--- src/rtl/regfile_write_arbiter_pkg.sv ---
// Shared constants and payload type for the register-file write arbiter.
package regfile_arb_pkg;

    localparam int unsigned DEF_NUM_REQ    = 3;
    localparam int unsigned DEF_REG_ADDR_W = 4;
    localparam int unsigned DEF_DATA_W     = 32;

    // Requester slot assignment on the shared write port
    localparam int unsigned REQ_ALU    = 0;
    localparam int unsigned REQ_LOAD   = 1;
    localparam int unsigned REQ_MULDIV = 2;

    // One writeback request: destination index plus data
    typedef struct packed {
        logic [DEF_REG_ADDR_W-1:0] reg_idx;
        logic [DEF_DATA_W-1:0]     data;
    } wb_req_t;

endpackage

--- src/rtl/regfile_write_arbiter_if.sv ---
// Writeback request / register-file write bus.
// WB_FORWARD_EN adds the read-stage bypass compare ports.
interface regfile_write_arbiter_if import regfile_arb_pkg::*; #(
    parameter int unsigned NUM_REQ    = DEF_NUM_REQ,
    parameter int unsigned REG_ADDR_W = DEF_REG_ADDR_W,
    parameter int unsigned DATA_W     = DEF_DATA_W
);
    logic                         stall;
    logic [NUM_REQ-1:0]           req_valid;
    logic [NUM_REQ-1:0]           req_ready;
    logic [NUM_REQ*REG_ADDR_W-1:0] req_reg;
    logic [NUM_REQ*DATA_W-1:0]    req_data;
    logic                         regWrite;
    logic [REG_ADDR_W-1:0]        writeRegister;
    logic [DATA_W-1:0]            writeData;
    logic                         busy;
`ifdef WB_FORWARD_EN
    logic [REG_ADDR_W-1:0]        readRegister1;
    logic [REG_ADDR_W-1:0]        readRegister2;
    logic                         fwdHit1;
    logic                         fwdHit2;
    logic [DATA_W-1:0]            fwdData;
`endif

    // Requesters and register file side
    modport master (
`ifdef WB_FORWARD_EN
        output readRegister1, readRegister2,
        input  fwdHit1, fwdHit2, fwdData,
`endif
        output stall, req_valid, req_reg, req_data,
        input  req_ready, regWrite, writeRegister, writeData, busy
    );

    // Arbiter side
    modport slave (
`ifdef WB_FORWARD_EN
        input  readRegister1, readRegister2,
        output fwdHit1, fwdHit2, fwdData,
`endif
        input  stall, req_valid, req_reg, req_data,
        output req_ready, regWrite, writeRegister, writeData, busy
    );

endinterface

--- src/rtl/regfile_write_arbiter_rr_grant.sv ---
// Round-robin one-hot grant: first set request at or above ptr, wrapping.
module rr_grant #(
    parameter int unsigned N     = 3,
    parameter int unsigned PTR_W = 2
) (
    input  logic [N-1:0]     req,
    input  logic [PTR_W-1:0] ptr,
    input  logic             en,
    output logic [N-1:0]     grant
);

    logic [N-1:0] mask;
    logic [N-1:0] masked;

    // Isolate the lowest set bit of a vector
    function automatic logic [N-1:0] lowest(input logic [N-1:0] v);
        return v & (~v + N'(1));
    endfunction

    // Prefer requests at or above the pointer, else wrap to the lowest one
    always_comb begin
        mask   = '0;
        masked = '0;
        grant  = '0;
        for (int i = 0; i < int'(N); i++) begin
            mask[i] = (i >= int'(ptr));
        end
        masked = req & mask;
        if (en) begin
            grant = (|masked) ? lowest(masked) : lowest(req);
        end
    end

endmodule

--- src/rtl/regfile_write_arbiter.sv ---
// Round-robin arbiter sharing the register-file write port between
// writeback requesters; winner is registered and written one cycle later.
// Optional read-stage bypass compare under WB_FORWARD_EN.
module regfile_write_arbiter import regfile_arb_pkg::*; #(
    parameter int unsigned NUM_REQ    = DEF_NUM_REQ,
    parameter int unsigned REG_ADDR_W = DEF_REG_ADDR_W,
    parameter int unsigned DATA_W     = DEF_DATA_W
) (
    input logic                    clock,
    input logic                    reset,
    regfile_write_arbiter_if.slave bus
);

    localparam int unsigned PTR_W = (NUM_REQ > 1) ? $clog2(NUM_REQ) : 1;

    if (NUM_REQ < 2 || NUM_REQ > 8) begin : g_bad_num_req
        $error("regfile_write_arbiter: NUM_REQ must be in 2..8");
    end

    logic [PTR_W-1:0]      ptr;
    logic [PTR_W-1:0]      next_ptr;
    logic [NUM_REQ-1:0]    grant;
    logic                  transfer;
    logic [REG_ADDR_W-1:0] sel_reg;
    logic [DATA_W-1:0]     sel_data;
    logic                  wr_en;
    logic [REG_ADDR_W-1:0] wr_reg;
    logic [DATA_W-1:0]     wr_data;

    // No grants while stalled or held in reset
    rr_grant #(
        .N     (NUM_REQ),
        .PTR_W (PTR_W)
    ) u_rr_grant (
        .req   (bus.req_valid),
        .ptr   (ptr),
        .en    (!bus.stall && !reset),
        .grant (grant)
    );

    assign transfer = |grant;

    // Mux the winner's payload and compute the pointer after its transfer
    always_comb begin
        sel_reg  = '0;
        sel_data = '0;
        next_ptr = ptr;
        for (int i = 0; i < int'(NUM_REQ); i++) begin
            if (grant[i]) begin
                sel_reg  = bus.req_reg[i*REG_ADDR_W +: REG_ADDR_W];
                sel_data = bus.req_data[i*DATA_W +: DATA_W];
                next_ptr = (i == int'(NUM_REQ) - 1) ? '0 : PTR_W'(i + 1);
            end
        end
    end

    // Write stage register; register-0 writes are consumed but suppressed
    always_ff @(posedge clock or posedge reset) begin
        if (reset) begin
            ptr     <= '0;
            wr_en   <= 1'b0;
            wr_reg  <= '0;
            wr_data <= '0;
        end else begin
            ptr   <= next_ptr;
            wr_en <= transfer && (sel_reg != '0);
            if (transfer && (sel_reg != '0)) begin
                wr_reg  <= sel_reg;
                wr_data <= sel_data;
            end
        end
    end

    assign bus.req_ready     = grant;
    assign bus.regWrite      = wr_en;
    assign bus.writeRegister = wr_reg;
    assign bus.writeData     = wr_data;
    assign bus.busy          = (|bus.req_valid) || wr_en;

`ifdef WB_FORWARD_EN
    // Bypass the write issued this cycle to the read stage
    assign bus.fwdHit1 = wr_en && (wr_reg == bus.readRegister1) && (bus.readRegister1 != '0);
    assign bus.fwdHit2 = wr_en && (wr_reg == bus.readRegister2) && (bus.readRegister2 != '0);
    assign bus.fwdData = wr_data;
`endif

endmodule

--- src/flat_wrapper.sv ---
// flat-port wrapper written by rule: the top's interface ports become plain ports
module regfile_write_arbiter_flat import regfile_arb_pkg::*;
#(
    parameter int unsigned NUM_REQ    = DEF_NUM_REQ,
    parameter int unsigned REG_ADDR_W = DEF_REG_ADDR_W,
    parameter int unsigned DATA_W     = DEF_DATA_W
)
  (clock, reset, bus_stall, bus_req_valid, bus_req_reg, bus_req_data, bus_req_ready, bus_regWrite, bus_writeRegister, bus_writeData, bus_busy);
  regfile_write_arbiter_if #(.NUM_REQ(NUM_REQ), .REG_ADDR_W(REG_ADDR_W), .DATA_W(DATA_W)) bus_i ();
  input logic clock;
  input logic reset;
  input wire logic [$bits(bus_i.stall)-1:0] bus_stall;
  input wire logic [$bits(bus_i.req_valid)-1:0] bus_req_valid;
  input wire logic [$bits(bus_i.req_reg)-1:0] bus_req_reg;
  input wire logic [$bits(bus_i.req_data)-1:0] bus_req_data;
  output wire logic [$bits(bus_i.req_ready)-1:0] bus_req_ready;
  output wire logic [$bits(bus_i.regWrite)-1:0] bus_regWrite;
  output wire logic [$bits(bus_i.writeRegister)-1:0] bus_writeRegister;
  output wire logic [$bits(bus_i.writeData)-1:0] bus_writeData;
  output wire logic [$bits(bus_i.busy)-1:0] bus_busy;
  assign bus_i.stall = bus_stall;
  assign bus_i.req_valid = bus_req_valid;
  assign bus_i.req_reg = bus_req_reg;
  assign bus_i.req_data = bus_req_data;
  assign bus_req_ready = bus_i.req_ready;
  assign bus_regWrite = bus_i.regWrite;
  assign bus_writeRegister = bus_i.writeRegister;
  assign bus_writeData = bus_i.writeData;
  assign bus_busy = bus_i.busy;
  regfile_write_arbiter #(.NUM_REQ(NUM_REQ), .REG_ADDR_W(REG_ADDR_W), .DATA_W(DATA_W)) u_core (.clock(clock), .reset(reset), .bus(bus_i));
endmodule
--- config.mk ---
export PLATFORM = sky130hd
export DESIGN_NAME = regfile_write_arbiter_flat
export DESIGN_NICKNAME = d
export VERILOG_FILES = /design/src/rtl/regfile_write_arbiter_pkg.sv /design/src/rtl/regfile_write_arbiter_if.sv /design/src/rtl/regfile_write_arbiter_rr_grant.sv /design/src/rtl/regfile_write_arbiter.sv /design/src/flat_wrapper.sv
export SDC_FILE = /design/constraint.sdc
export NUM_CORES = 1
export LEC_CHECK = 0
export ABC_AREA = 1
export BUFFER_PORTS_ARGS = -buffer_cell sky130_fd_sc_hd__buf_4
export CAP_MARGIN = 0
export CORE_ASPECT_RATIO = 1.5
export CORE_UTILIZATION = 43
export DETAILED_ROUTE_END_ITERATION = 10
export MAX_ROUTING_LAYER = met4
export PLACE_DENSITY = 0.8
export SLEW_MARGIN = 15
export SYNTH_ARGS = -nofsm -noshare
export SYNTH_HDL_FRONTEND = slang
export SYNTH_SLANG_ARGS = --single-unit
--- constraint.sdc ---
create_clock -name clock -period 2.09 [get_ports clock]
set_clock_uncertainty 0.2 [all_clocks]
set_input_delay 0.3135 -clock clock [delete_from_list [all_inputs] [get_ports clock]]
set_output_delay 0.3135 -clock clock [all_outputs]
set_load 0.01 [all_outputs]
==> metrics, run 1 <==
total track usage=27.0%; Congestion Overflow GR=0; core box area=approximately 5200 um^2; number of antenna violations at the first check in global routing=0; CTS tree=yes; row count=32; Root Buffer=clkbuf_8; worst reg2reg path depth=11; most frequent cell after synthesis=nand2_1; DIE WIDTH=approximately 63 um; share of cells above drive strength 1=around two fifths; Critical Path Start Type=register; async set or reset register ratio after synthesis=100%; met2 WL post-DR=4.35 mm; post-route ant nets=0; min Tclk post-route=roughly 2000 ps; fin area=3870 um^2; WL met1=2.95 mm; die height=93.3 um; top cell type's share of synthesized area=40.8%; Longest Clk Path Bufs=2; post-synthesis sequential area ratio=40.8%; first-pass GRT wire length=about 12 mm; # DRC=0; Max Cap Viol=0; peak supply drop=~0.0007 V; final WL=around 7.9 mm; hold path depth=5; WP data required=roughly 1600 ps; Mapped Cells=approximately 340; n_diodes=0; vias in the first global route=~2,700; critical path type=register to primary output; Fmax achieved=494 MHz; unrepaired setup endpoints after global routing=true; power per cell area=925 nW/um^2; insertion delay to the later sink of the worst-skew pair=between 200 and 300 ps; mapped cell area=between 2000 and 2500 um^2; via count=approximately 2,900; Primary FF master, synth=dfrtp_1; number of synthesized register bits=39; hpwl dp=roughly 5.6 mm; vias per cell=between 5 and 6; Avg Inst Size Synth=between 6 and 7 um^2; final setup violation count=0; WL per Instance=around 14 um; warnings from Yosys=0; port bufs=about 150; Leak Pwr=2.17 nW; worst endpoint data arrival time=roughly 1500 ps; fill cell count=451; initial core utilization=around 46%; Nets=roughly 620; CTS buffer count=5; Synth top cells by count=nand2_1 (172), nand3_1 (80), dfrtp_1 (39); Top Layer Used=met4; Slew HR=about 67%; Worst setup EP type=primary output; DP Area=about 3600 um^2; cell taking the most area after synthesis=dfrtp_1; Hold Path Class=input port to register; Worst-path clk slew=80 ps; status=finished, final reports clean; WL met3=414 um; H-tree lvl count=2; Synth-to-Final Area Change=62.0%; Final Max Slew Viols=0; CTS sink count=39; largest net degree at the start of global routing=40; Synth Net Count=457; final period utilization=96.9%; main area contributors after synthesis=dfrtp_1 (41%), nand2_1 (27%), nand3_1 (17%); Slew @ Worst Pin=approximately 500 ps; synth unique cells=25; GP Congestion=slightly above 0.9; I/O pins=~160; Final Hold Viols=0; worst-path fanout max=15; die area=5870 um^2; Post-synth EDFFs=0; First-pass DRT Iterations=5; number of DRC markers in iteration 0=between 100 and 150; Post-Route Utilization=73.8%
metal layers:
layer / track usage (%) / vias to the layer above
li1: - / 1443
met1: 29.9 / 1384
met2: 47.5 / 108
met3: 5.37 / 11
met4: 9.69 / 0
met5: - / -
stage by stage:
step                      hold slack (ps)  TNS (ps)  total power [mW]  std cells  worst slack [ps]
final                                 121         0              3.58        578              64.4
after floorplan                       319         0              2.12        343               304
after detailed placement              293     -3500              2.88        557              -123
after global routing                  126     -71.5              3.83        578             -33.0
after CTS                             115         0              3.46        570              27.3
after global placement                281      -727              2.84        557             -38.6
what timing repair did:
item                                    4_1_cts  5_1_grt
hold buffers                                  1        0
hold endpoints to repair                     39        0
cloned                                        1        1
setup buffers                                 3        8
endpoints found under the setup margin       37       40
resized for setup                             4       13
pin swaps                                     1        8
worst max-delay path, cell delays in order, from the launching register on:
cell and delay, ps:
dfrtp_1 420, buf_4 160, a31oi_4 200, and2_4 290, buf_4 150
cell families after synthesis:
family | count (synthesis) | share of synthesized area, %
and+or+nand+nor | 270 | 50.5
DFF | 39 | 40.8
buffers and inverters | 30 | 7.22
AOI/OAI and AO/OA | 4 | 1.41
sequential cells by signal (all words and copies together), names as in the netlist:
name and flops:
u_core.bus.regWrite 1, u_core.ptr 2, u_core.bus.writeData 32, u_core.bus.writeRegister 4
layout by cell type, fill, tap and decap left out, drive strengths merged:
master / count
clkinvlp: 2
nand4: 2
dlygate4sd3: 1
clkinv: 1
a31oi: 1
clkbuf: 5
o31ai: 1
or3: 1
a21oi: 1
dfrtp: 39
buf: 175
nand3: 85
nand2: 175
o21ai: 1
nor3: 1
nor2: 6
inv: 11
and2: 2
worst paths after layout:
kind	startpoint	end	slack, ps
worst max-delay path	u_core.ptr[0]	bus_req_ready[2]	60
worst max register to register	u_core.ptr[1]	u_core.bus.writeData[9]	100
min in group asynchronous	reset	u_core.bus.writeRegister[3]	540
worst min register to register	u_core.bus.writeData[26]	u_core.bus.writeData[26]	320
worst min-delay path	bus_req_data[57]	u_core.bus.writeData[25]	120
max in group asynchronous	reset	u_core.bus.writeData[19]	810
report_power, final:
group	leakage [nW]	internal [mW]	switching, mW
clock	0.0402	0.232	0.272
combinational	1.61	0.882	0.992
sequential	0.524	1.03	0.172
total	2.17	2.15	1.44
cell type report:
cell class | count | area [um^2] | area share [%]
flip-flops and latches | 39 | 976 | 25.2
repair buffers | 176 | 1350 | 34.9
clock buffers | 5 | 68.8 | 1.78
inverters | 11 | 43.8 | 1.13
well taps | 68 | 85.1 | 2.20
clock inverters | 3 | 20.0 | 0.517
multi-input cells | 276 | 1330 | 34.3
Power figures use the tool's default switching activity.
==> run 2: changes to the inputs <==
--- a/config.mk
+++ b/config.mk
@@ -9,10 +9,10 @@
 export BUFFER_PORTS_ARGS = -buffer_cell sky130_fd_sc_hd__buf_4
 export CAP_MARGIN = 0
 export CORE_ASPECT_RATIO = 1.5
-export CORE_UTILIZATION = 43
+export CORE_UTILIZATION = 38
 export DETAILED_ROUTE_END_ITERATION = 10
 export MAX_ROUTING_LAYER = met4
-export PLACE_DENSITY = 0.8
+export PLACE_DENSITY = 0.75
 export SLEW_MARGIN = 15
 export SYNTH_ARGS = -nofsm -noshare
 export SYNTH_HDL_FRONTEND = slang
==> constraint.sdc (replaced) <==
create_clock -name clock -period 1.8 [get_ports clock]
set_clock_uncertainty 0.2 [all_clocks]
set_input_delay 0.27 -clock clock [delete_from_list [all_inputs] [get_ports clock]]
set_output_delay 0.27 -clock clock [all_outputs]
set_load 0.01 [all_outputs]
==> metrics, run 2 (same netlist as run 1, synthesis figures left out) <==
min Tclk post-route=just over 2000 ps; Worst-path clk slew=approximately 70 ps; CP Launch Point=u_core.ptr[1]; worst-path fanout max=11; Max Cap Viol=0; insertion delay to the later sink of the worst-skew pair=280 ps; I/O pins=~160; Hold Path Class=input port to register; max FFs per register=32; final WL=about 9 mm; Slew HR=between 80% and 90%; initial core utilization=39.3%; final period utilization=113%; power per cell area=approximately 1100 nW/um^2; first-pass GRT wire length=between 10 and 15 mm; WP data required=roughly 1800 ps; critical path type=register to register; n_diodes=0; R2R Path Start=u_core.ptr[1]; share of cells above drive strength 1=48.3%; vias in the first global route=about 3,100; die height=approximately 99 um; final setup violation count=between 40 and 50; CTS tree=yes; Nets=~650; reg-to-reg endpoint=u_core.bus.writeData[30]; most common cell after layout, fill and taps aside=buf_4; setup ws final=-241 ps; GP Congestion=about 0.80; number of DRC markers in iteration 0=approximately 140; CTS buffer count=5; number of antenna violations at the first check in global routing=0; # DRC=0; peak supply drop=about 0.00073 V; port bufs=154; core box area=~6000 um^2; Fmax achieved=around 490 MHz; failing checks=negative setup slack; Critical Path Sink=u_core.bus.writeData[30]; via count=slightly above 3,000; Worst setup EP type=register; hpwl dp=~5.7 mm; Root Buffer=clkbuf_8; worst reg2reg path depth=12; Sum Neg Setup Slack=-7800 ps; commonest cells after routing, fill and taps aside=buf_4 (182), nand2_1 (148), nand3_1 (75), dfrtp_1 (39), nand2_2 (24); Slew @ Worst Pin=~270 ps; Final Hold Viols=0; row count=35; H-tree lvl count=2; die area=~6600 um^2; Setup WS pre-CTS=-117 ps; WL per Instance=15.1 um; total track usage=around 30%; Congestion Overflow GR=0; vias per cell=5.06; r2r setup slk=-240 ps; Leak Pwr=2.37 nW; worst endpoint data arrival time=between 2000 and 2500 ps; CTS sink count=39; Longest Clk Path Bufs=2; Final Max Slew Viols=0; post-route ant nets=0; DIE WIDTH=between 60 and 70 um; unrepaired setup endpoints after global routing=true; First-pass DRT Iterations=4; Tot Pwr=~4.6 mW; Synth-to-Final Area Change=79.7%; largest net degree at the start of global routing=24; status=finished, violations left; Critical Path Start Type=register
## run 2: worst min-delay path by stage
| stage | startpoint | to | slack, ps | depth (start not counted) |
|---|---|---|---|---|
| 3_5_place_dp | reset | u_core.bus.writeRegister[2] | 270 | 4 |
| 3_3_place_gp | reset | u_core.bus.writeRegister[2] | 270 | 4 |
| 2_1_floorplan | reset | u_core.bus.regWrite | 280 | 1 |
| 4_1_cts | bus_req_data[63] | u_core.bus.writeData[31] | 70 | 5 |
| 6_report | bus_req_data[63] | u_core.bus.writeData[31] | 70 | 5 |
| 5_1_grt | bus_req_data[54] | u_core.bus.writeData[22] | 90 | 5 |
## run 2: critical path: stages, from the launching register on
cell and delay [ps]:
dfrtp_1 410, inv_2 120, nand3_4 90, nand4_1 110
nand2_2 100, buf_6 150, nand3_4 60, nand3_4 80
nor2_4 200, nand2_4 110, clkbuf_16 190, nand2_1 70
nand2_1 50
## run 2: cell type report
cell class	count	area, um^2
clock buffers	6	82.6
fillers	507	1790
repair buffers	203	1690
well taps	74	92.6
clock inverters	1	5.00
multi-input cells	274	1410
inverters	11	43.8
flip-flops and latches	39	976
## run 2: timing repair
action,CTS,global route
resized for setup,34,24
hold buffers,1,0
cloned,3,1
buffers inserted,15,1
endpoints found under the hold margin,39,0
endpoints found under the setup margin,39,42
pin swaps,9,2
## run 2: stage by stage
stage | utilization [%] | area [um^2] | hold WS (ps) | cells
final | 70.6 | 4300 | 73.5 | 608
after floorplan | - | 2390 | 275 | 343
after CTS | 68.9 | 4190 | 69.3 | 606
after global placement | 61.7 | 3760 | 265 | 580
after global routing | 70.6 | 4300 | 90.8 | 608
after detailed placement | 61.7 | 3760 | 270 | 580
## run 2: where the power goes
group | total [mW] | internal (mW) | switching [mW]
clock network | 0.595 | 0.301 | 0.294
logic | 2.66 | 1.34 | 1.32
registers | 1.39 | 1.20 | 0.193
total | 4.65 | 2.84 | 1.81
## run 2: routing by layer
| layer | track usage [%] | routed length, um |
|---|---|---|
| met1 | 30.4 | 3230 |
| met2 | 49.9 | 4850 |
| met3 | 4.93 | 484 |
| met4 | 22.6 | 629 |
| met5 | - | 0 |
==> run 3: changes to the inputs <==
--- a/config.mk
+++ b/config.mk
@@ -9,10 +9,10 @@
 export BUFFER_PORTS_ARGS = -buffer_cell sky130_fd_sc_hd__buf_4
 export CAP_MARGIN = 0
 export CORE_ASPECT_RATIO = 1.5
-export CORE_UTILIZATION = 38
+export CORE_UTILIZATION = 43
 export DETAILED_ROUTE_END_ITERATION = 10
 export MAX_ROUTING_LAYER = met4
-export PLACE_DENSITY = 0.75
+export PLACE_DENSITY = 0.8
 export SLEW_MARGIN = 15
 export SYNTH_ARGS = -nofsm -noshare
 export SYNTH_HDL_FRONTEND = slang
==> constraint.sdc (replaced) <==
create_clock -name clock -period 2.3 [get_ports clock]
set_clock_uncertainty 0.2 [all_clocks]
set_input_delay 0.345 -clock clock [delete_from_list [all_inputs] [get_ports clock]]
set_output_delay 0.345 -clock clock [all_outputs]
set_load 0.01 [all_outputs]
==> metrics, run 3 (same netlist as run 1, synthesis figures left out) <==
CTS buffer count=5; most common cell after layout, fill and taps aside=nand2_1; vias in the first global route=2,659; peak supply drop=0.000503 V; vias per cell=about 5; number of antenna violations at the first check in global routing=0; first-pass GRT wire length=12.2 mm; unrepaired setup endpoints after global routing=false; Final Max Slew Viols=0; Tot Pwr=approximately 3.1 mW; die height=about 93 um; Top Layer Used=met4; total track usage=between 20% and 30%; insertion delay to the later sink of the worst-skew pair=~280 ps; Fmax achieved=469 MHz; failing checks=negative hold slack; min Tclk post-route=between 2000 and 2500 ps; max FFs per register=32; commonest cells after routing, fill and taps aside=nand2_1 (172), buf_4 (167), nand3_1 (80), dfrtp_1 (39), inv_1 (7); port bufs=154; # DRC=0; fill cell count=roughly 470; CTS tree=yes; met2 WL post-DR=roughly 4.1 mm; Max Cap Viol=0; Final Hold Viols=4; worst-path fanout max=5; number of DRC markers in iteration 0=roughly 110; hpwl dp=between 5 and 6 mm; initial core utilization=45.6%; post-route ant nets=0; Hold WS=-8.72 ps; Root Buffer=clkbuf_8; DIE WIDTH=62.9 um; CTS sink count=39; Post-Route Utilization=71.6%; First-pass DRT Iterations=4; WL met3=345 um; Leak Pwr=about 2.1 nW; die area=5870 um^2; row count=32; via count=2,829; Synth-to-Final Area Change=57.1%; I/O pins=155; WL met1=around 3.0 mm; share of cells above drive strength 1=39.0%; n_diodes=0; core box area=about 5200 um^2; Slew HR=between 60% and 70%; Critical Path Start Type=register; largest net degree at the start of global routing=40; WL per Instance=roughly 13 um; reg-to-reg endpoint=u_core.bus.writeData[4]; Sum Neg Setup Slack=0 ps; status=finished, violations left; GP Congestion=0.875; Worst-path clk slew=about 70 ps; worst endpoint data arrival time=between 1500 and 2000 ps; power per cell area=between 800 and 900 nW/um^2; R2R Path Start=u_core.ptr[1]; Hold Path Class=input port to async pin; Congestion Overflow GR=0; critical path type=register to primary output; H-tree lvl count=2; Longest Clk Path Bufs=2; Slew @ Worst Pin=495 ps; final setup violation count=0; worst reg2reg path depth=9; r2r setup slk=between 150 and 200 ps; WP data required=roughly 1800 ps; Worst setup EP type=primary output; Nets=616; hold buffers post-CTS=0; final WL=about 7.6 mm; final period utilization=about 90%
[run 3: cell types whose count changed in the layout (fill, tap and decap cells not counted), sizes merged]
cell / delta
nor2: +2
clkinvlp: +1
buf: -31
dlygate4sd3: -1
clkbuf: -1
bufbuf: -1
clkinv: -1
[run 3: what timing repair did]
action / in CTS / in global routing
cloned: 2 / 0
pin swaps: 2 / 2
setup buffers: 0 / 6
setup endpoints to repair: 33 / 36
gates resized for setup: 0 / 2
[run 3: worst max-delay path by stage]
stage / slack, ps / to / startpoint
after floorplan: 510 / u_core.bus.writeData[0] / u_core.ptr[1]
after CTS: 1 / u_core.bus.writeData[26] / u_core.ptr[1]
after global routing: 20 / u_core.bus.writeData[13] / u_core.ptr[1]
final: 170 / bus_req_ready[1] / u_core.ptr[0]
after detailed placement: -100 / u_core.bus.writeData[8] / u_core.ptr[0]
after global placement: -30 / u_core.bus.writeData[7] / u_core.ptr[0]
[run 3: metrics by stage]
step	instance area (um^2)	setup slack, ps	hold WS [ps]	cells
6_report	3760	167	-8.72	570
3_3_place_gp	3590	-31.5	287	555
2_1_floorplan	2390	514	336	343
5_1_grt	3760	23.0	45.4	570
4_1_cts	3700	1.48	13.0	564
3_5_place_dp	3590	-103	297	555
[run 3: routing by layer]
layer | vias to the layer above | global-route usage [%]
met4 | 0 | 9.50
met3 | 16 | 4.76
met2 | 104 | 47.8
met1 | 1287 | 30.6
li1 | 1422 | -
met5 | - | -
[run 3: worst max-delay path, stage by stage (launching register included)]
cell and delay, ps:
dfrtp_1 430, inv_2 90, nand3_2 110, nand4_1 90, nand2_1 110, nand2_1 160, clkinvlp_4 150, buf_4 160
[run 3: area by class of cell]
cell class	instances	area [um^2]	area share, %
repair buffers	169	1290	34.4
multi-input cells	276	1270	33.8
flip-flops and latches	39	976	26.0
well taps	68	85.1	2.27
clock buffers	6	82.6	2.20
inverters	11	45.0	1.20
clock inverters	1	5.00	0.133
[run 3: where the power goes]
part / internal (mW) / switching (mW)
clock network: 0.235 / 0.226
registers: 0.939 / 0.159
logic: 0.724 / 0.839
